[config.mk]
export PLATFORM = sky130hd
export DESIGN_NAME = delay_out_fifo
export DESIGN_NICKNAME = d
export VERILOG_FILES = /design/src/rtl/delay_pkg.sv /design/src/rtl/delay_out_fifo_sat_counter.sv /design/src/rtl/delay_out_fifo.sv
export SDC_FILE = /design/constraint.sdc
export NUM_CORES = 1
export LEC_CHECK = 0
export CAP_MARGIN = 20
export CORE_ASPECT_RATIO = 0.8
export CORE_MARGIN = 1
export CORE_UTILIZATION = 58
export CTS_CLUSTER_SIZE = 10
export DETAILED_ROUTE_END_ITERATION = 16
export HOLD_SLACK_MARGIN = 0.05
export PLACE_DENSITY_LB_ADDON = 0.25
export SYNTH_ARGS = -nofsm -noshare
export SYNTH_HDL_FRONTEND = slang
export SYNTH_SLANG_ARGS = --single-unit
[constraint.sdc]
create_clock -name clk -period 3.6 [get_ports clk]
set_input_delay 0.72 -clock clk [delete_from_list [all_inputs] [get_ports clk]]
set_output_delay 0.72 -clock clk [all_outputs]
set_load 0.02 [all_outputs]
[src/rtl/delay_pkg.sv]
// Shared definitions for the delay block and its output buffering stage.
package delay_pkg;

  // Default sizing for the delay output FIFO
  localparam int DEFAULT_DATA_WIDTH     = 8;
  localparam int DEFAULT_DEPTH          = 16;
  localparam int DEFAULT_AFULL_LEVEL    = 12;
  localparam int DEFAULT_DROP_CNT_WIDTH = 16;

  // Ceiling log2, usable in constant expressions
  function automatic int clog2(input int value);
    int result;
    result = 0;
    for (int i = 0; i < 31; i++) begin
      if ((1 << i) < value) begin
        result = i + 1;
      end
    end
    return result;
  endfunction

  // Pointer width for a FIFO of the given depth: address bits plus one wrap bit
  function automatic int ptrWidth(input int depth);
    return clog2(depth) + 1;
  endfunction

endpackage

[src/rtl/delay_out_fifo_sat_counter.sv]
// Saturating event counter. An increment in the same cycle as a clear wins,
// leaving the counter at one so that the coincident event is not lost.
module sat_counter #(
  parameter int WIDTH = 16
) (
  input  logic             clk,
  input  logic             rst_n,
  input  logic             inc,
  input  logic             clr,
  output logic [WIDTH-1:0] value
);

  localparam logic [WIDTH-1:0] SAT = {WIDTH{1'b1}};

  logic [WIDTH-1:0] value_q;
  logic [WIDTH-1:0] value_d;

  // Next value: increment (restarting from one on a clear), clear, or hold
  always_comb begin
    value_d = value_q;
    if (inc) begin
      if (clr) begin
        value_d = WIDTH'(1);
      end else if (value_q != SAT) begin
        value_d = value_q + WIDTH'(1);
      end
    end else if (clr) begin
      value_d = '0;
    end
  end

  // Counter register with asynchronous reset
  always_ff @(posedge clk or negedge rst_n) begin
    if (!rst_n) begin
      value_q <= '0;
    end else begin
      value_q <= value_d;
    end
  end

  assign value = value_q;

endmodule

[src/rtl/delay_out_fifo.sv]
// First-word-fall-through buffer behind the delay block. The upstream stream
// has no backpressure, so words arriving while full are dropped and counted.
module delay_out_fifo
  import delay_pkg::*;
#(
  parameter int DATA_WIDTH     = DEFAULT_DATA_WIDTH,
  parameter int DEPTH          = DEFAULT_DEPTH,
  parameter int AFULL_LEVEL    = DEFAULT_AFULL_LEVEL,
  parameter int DROP_CNT_WIDTH = DEFAULT_DROP_CNT_WIDTH
) (
  input  logic                       clk,
  input  logic                       rst_n,
  input  logic [DATA_WIDTH-1:0]      din,
  input  logic                       dvalid,
  output logic [DATA_WIDTH-1:0]      dout,
  output logic                       dout_valid,
  input  logic                       dout_ready,
  output logic [clog2(DEPTH):0]      count,
  output logic                       afull,
  output logic                       full,
  output logic                       overflow,
  input  logic                       overflow_clr,
  output logic [DROP_CNT_WIDTH-1:0]  drop_count
);

  localparam int PTR_W  = ptrWidth(DEPTH);
  localparam int ADDR_W = PTR_W - 1;
  localparam logic [PTR_W-1:0] AFULL_THRESH = PTR_W'(AFULL_LEVEL);

  logic [DATA_WIDTH-1:0] mem_q [DEPTH];
  logic [PTR_W-1:0]      wrPtr_q, wrPtr_d;
  logic [PTR_W-1:0]      rdPtr_q, rdPtr_d;
  logic                  overflow_q, overflow_d;
  logic                  empty;
  logic                  pop;
  logic                  push;
  logic                  drop;

  // Status derived purely from the registered pointers
  always_comb begin
    empty = (wrPtr_q == rdPtr_q);
    full  = (wrPtr_q[ADDR_W-1:0] == rdPtr_q[ADDR_W-1:0]) &&
            (wrPtr_q[PTR_W-1] != rdPtr_q[PTR_W-1]);
    count = wrPtr_q - rdPtr_q;
    afull = (count >= AFULL_THRESH);
    dout_valid = ~empty;
  end

  // Head word is shown only while valid so stale memory never leaks out
  always_comb begin
    dout = '0;
    if (dout_valid) begin
      dout = mem_q[rdPtr_q[ADDR_W-1:0]];
    end
  end

  // Transfer decisions; a pop frees a slot so a full FIFO can still accept
  always_comb begin
    pop  = dout_valid & dout_ready;
    push = dvalid & (~full | pop);
    drop = dvalid & full & ~pop;
  end

  // Pointer and sticky-overflow next state
  always_comb begin
    wrPtr_d    = wrPtr_q;
    rdPtr_d    = rdPtr_q;
    overflow_d = overflow_q;
    if (push) begin
      wrPtr_d = wrPtr_q + PTR_W'(1);
    end
    if (pop) begin
      rdPtr_d = rdPtr_q + PTR_W'(1);
    end
    if (drop) begin
      overflow_d = 1'b1;
    end else if (overflow_clr) begin
      overflow_d = 1'b0;
    end
  end

  // Pointer and overflow registers with asynchronous reset
  always_ff @(posedge clk or negedge rst_n) begin
    if (!rst_n) begin
      wrPtr_q    <= '0;
      rdPtr_q    <= '0;
      overflow_q <= 1'b0;
    end else begin
      wrPtr_q    <= wrPtr_d;
      rdPtr_q    <= rdPtr_d;
      overflow_q <= overflow_d;
    end
  end

  // Storage is not reset; validity is tracked entirely by the pointers
  always_ff @(posedge clk) begin
    if (push) begin
      mem_q[wrPtr_q[ADDR_W-1:0]] <= din;
    end
  end

  assign overflow = overflow_q;

  sat_counter #(
    .WIDTH(DROP_CNT_WIDTH)
  ) u_dropCounter (
    .clk  (clk),
    .rst_n(rst_n),
    .inc  (drop),
    .clr  (overflow_clr),
    .value(drop_count)
  );

endmodule

==> impl_metrics.toml <==
[logic_synthesis]
syn_area_mm2 = 0.00657
async_flop_share_pct = 17.4
synth_top_cell_by_area = "edfxtp_1"
yosysSeqAreaShare_pct = 68.8
ys.flop_type = "edfxtp_1"
synth_edf_count = 128
avgSynthCellArea_um2 = 16.8
synth_nets = 414
synth.area.top_cells = "edfxtp_1 (59%), mux4_2 (11%), dfrtp_1 (10%), mux2i_1 (2.4%), ha_1 (1.9%)"
synth-seq-cells = 155
yosysWarnings = 0
synthCells = 390
synth_top_area_share_pct = 58.5
synthDistinctLibCells = 47

[clock_network]
cts_root_buf = "clkbuf_16"
cts.sinks = 155
ctsHoldBuffers = 0
path_clk_slew_ns = 0.06
post_cts_buffers = 0
tritoncts = "yes"
numCtsBuffers = 17
htreeDepth = 4
clk_path_buf_depth = 2
insertion_delay_ns = 0.41

[timing]
fmax_mhz = 290
slew_headroom_pct = 38.3
fin_crit_ns = 3.45
final_max_slew_viol_count = 0
hold_viol_final = 0
tightest_slew_ns = 0.917
skew_ns = 0.00905
rsz0062_at_grt = "no"
setup_viol = 0
finalSetupTns_ns = 0
fin_crit_sh_pct = 95.8

[global_route]
grt_pass1_vias = 3960
grt_antenna_before_repair = 0
track_usage_pct = 26.5
gr-total-overflow = 0
grt_pass1_wl_um = 22400
grt_max_degree = 36

[layout]
fin_area_mm2 = 0.00787
fin_util_pct = 72.0
fin_nets = 481
area_growth_pct = 19.9
fillers = 658
layout_common_cells = "edfxtp_1 (128), clkdlybuf4s50_1 (42), mux4_2 (32)"
layout_commonest_cell = "edfxtp_1"
diodes = 0
drive_above_1_share_pct = 19.3

[run]
drv_cap = 0

[worst_setup_path]
start_kind = "register"
path_class = "reg -> out"
critical_path.cell_chain = "inv_2 > ha_1 > inv_1 > fa_1 > a21o_1 > a21oi_1 > xor2_1 > inv_1 > clkdlybuf4s50_1"
cp.arrival_ns = 2.73
critPathMaxStageDelay_ns = 0.53
required_ns = 2.88
cp_slowest_cell = "clkdlybuf4s50_1"
cpMostUsedCell = "inv_1"
crit_path_max_fanout = 4
worstSetupEndpointType = "output pin"
r2r_cells = 5

[die]
io_pins = 46
core-area_mm2 = 0.0109
dieArea_mm2 = 0.0118
die_y_um = 97.2
fp.dieW_um = 121
start_util_pct = 60.0
rows = 34

[pwr]
clkPwrFrac_pct = 26.4
pwr_density_cell_mw_per_mm2 = 824
vdd_drop_max_mv = 0.391
pwr-share-seq_pct = 34.9
internal-power_mw = 4.38
p_leak_nw = 2.76
switchingPower_mw = 2.11
switching_share_pct = 32.5
power_mw = 6.49
pwr-share-comb_pct = 38.7

[routing]
drtIter0Drc = 419
wirelength_um = 13900
ant_nets = 0
post_drt_wl_per_cell_um = 22.8
num_vias = 3831
drc_errors = 0
routed_via_density = 6.27
drt_first_pass_iters = 5

[place]
portBuffers = 45
hpwl_um = 8840
routabilityCongestion = 0.814
place_area_mm2 = 0.00729

[status]
status = "completed"

[min_path]
whs_path_depth = 1
hold_path_class = "reg -> reg"
synthesized netlist by cell type (2+ instances only):
cell type,count
xnor2_1,10
o22ai_1,8
nand4_1,7
and3_1,4
dfrtp_1,27
a21oi_1,10
buf_2,3
mux4_2,32
o21ai_0,5
mux2i_1,16
a311oi_1,2
nand3_1,7
or3_1,3
a211oi_1,2
nor3_1,6
buf_1,3
inv_1,13
a31oi_1,2
nor4_1,2
o31ai_1,8
nand2b_1,5
o31a_1,2
clkbuf_1,11
ha_1,10
nor2_1,19
or4_1,7
nand2_1,14
edfxtp_1,128
nor4bb_1,2
mux2_2,3
nor2b_1,3
cell families after synthesis:
group	share of synthesized area, %
AO/OA/AOI/OAI	4.36
XOR/XNOR	1.47
adder cells (fa/ha/maj)	2.21
buffers and inverters	2.00
flip-flops	68.8
multiplexers	13.9
AND/OR/NAND/NOR	7.19
per-stage QoR:
step	instances	hold WS, ns	setup slack (ns)
floorplan	390	0.424	0.482
global placement	582	0.481	0.494
detailed placement	582	0.483	0.447
CTS	611	0.496	0.00160
global route	611	0.527	0.0188
finish	611	0.493	0.153
per-layer routing:
layer  global-route usage (%)  up-vias  share of wire, %
li1                         -     1682                 -
met1                     37.6     1976                43
met2                     40.2      156                48
met3                     6.81       17               7.5
met4                     9.59        0               1.2
met5                        0        -                 0
final cells by class:
cell class / instances / area, µm² / share of cell area, %
clock buffer: 19 / 433 / 5.50
clock inverter: 10 / 128 / 1.62
inverter: 14 / 52.6 / 0.668
multi-input combinational: 203 / 1930 / 24.5
sequential: 155 / 4520 / 57.4
tap: 144 / 180 / 2.29
timing repair buffer: 66 / 628 / 7.98
path summary, 6_finish.rpt:
path | from | to | slack, ns
worst min register to register | rdPtr_q[3]$_DFFE_PN0P_ | rdPtr_q[3]$_DFFE_PN0P_ | 0.49
worst min-delay path | rdPtr_q[3]$_DFFE_PN0P_ | rdPtr_q[3]$_DFFE_PN0P_ | 0.49
worst max register to register | wrPtr_q[2]$_DFFE_PN0P_ | mem_q[10][5]$_DFFE_PP_ | 0.85
max in group asynchronous | rst_n | u_dropCounter.value[6]$_DFFE_PN0P_ | 2.19
min in group asynchronous | rst_n | u_dropCounter.value[14]$_DFFE_PN0P_ | 0.78
worst max-delay path | wrPtr_q[0]$_DFFE_PN0P_ | count[4] | 0.15
state kept, by name, indices dropped and copies added, names as in the netlist:
signal,count
mem_q,128
rdPtr_q,5
wrPtr_q,5
u_dropCounter.value,16
overflow,1
critical path: cells and delay by family (launching register included):
family / cells / cell delay [ns]
compound gates: 2 / 0.33
xor+xnor: 1 / 0.20
fa+ha+maj: 2 / 0.59
buf+inv: 4 / 0.77
flops: 1 / 0.42
power groups by stage:
stage / Combinational, mW / Clock [mW] / Sequential (mW)
3_5_place_dp: 2.50 / 0 / 2.29
5_1_grt: 2.71 / 1.81 / 2.28
2_1_floorplan: 1.61 / 0 / 2.26
3_3_place_gp: 2.46 / 0 / 2.28
6_report: 2.51 / 1.71 / 2.26
4_1_cts: 2.53 / 1.73 / 2.26
timing repair:
item / in CTS / in global routing
cloned: 0 / 0
pin swaps: 0 / 0
gates resized for setup: 1 / 6
endpoints found under the setup margin: 4 / 10
Power figures use the tool's default switching activity.
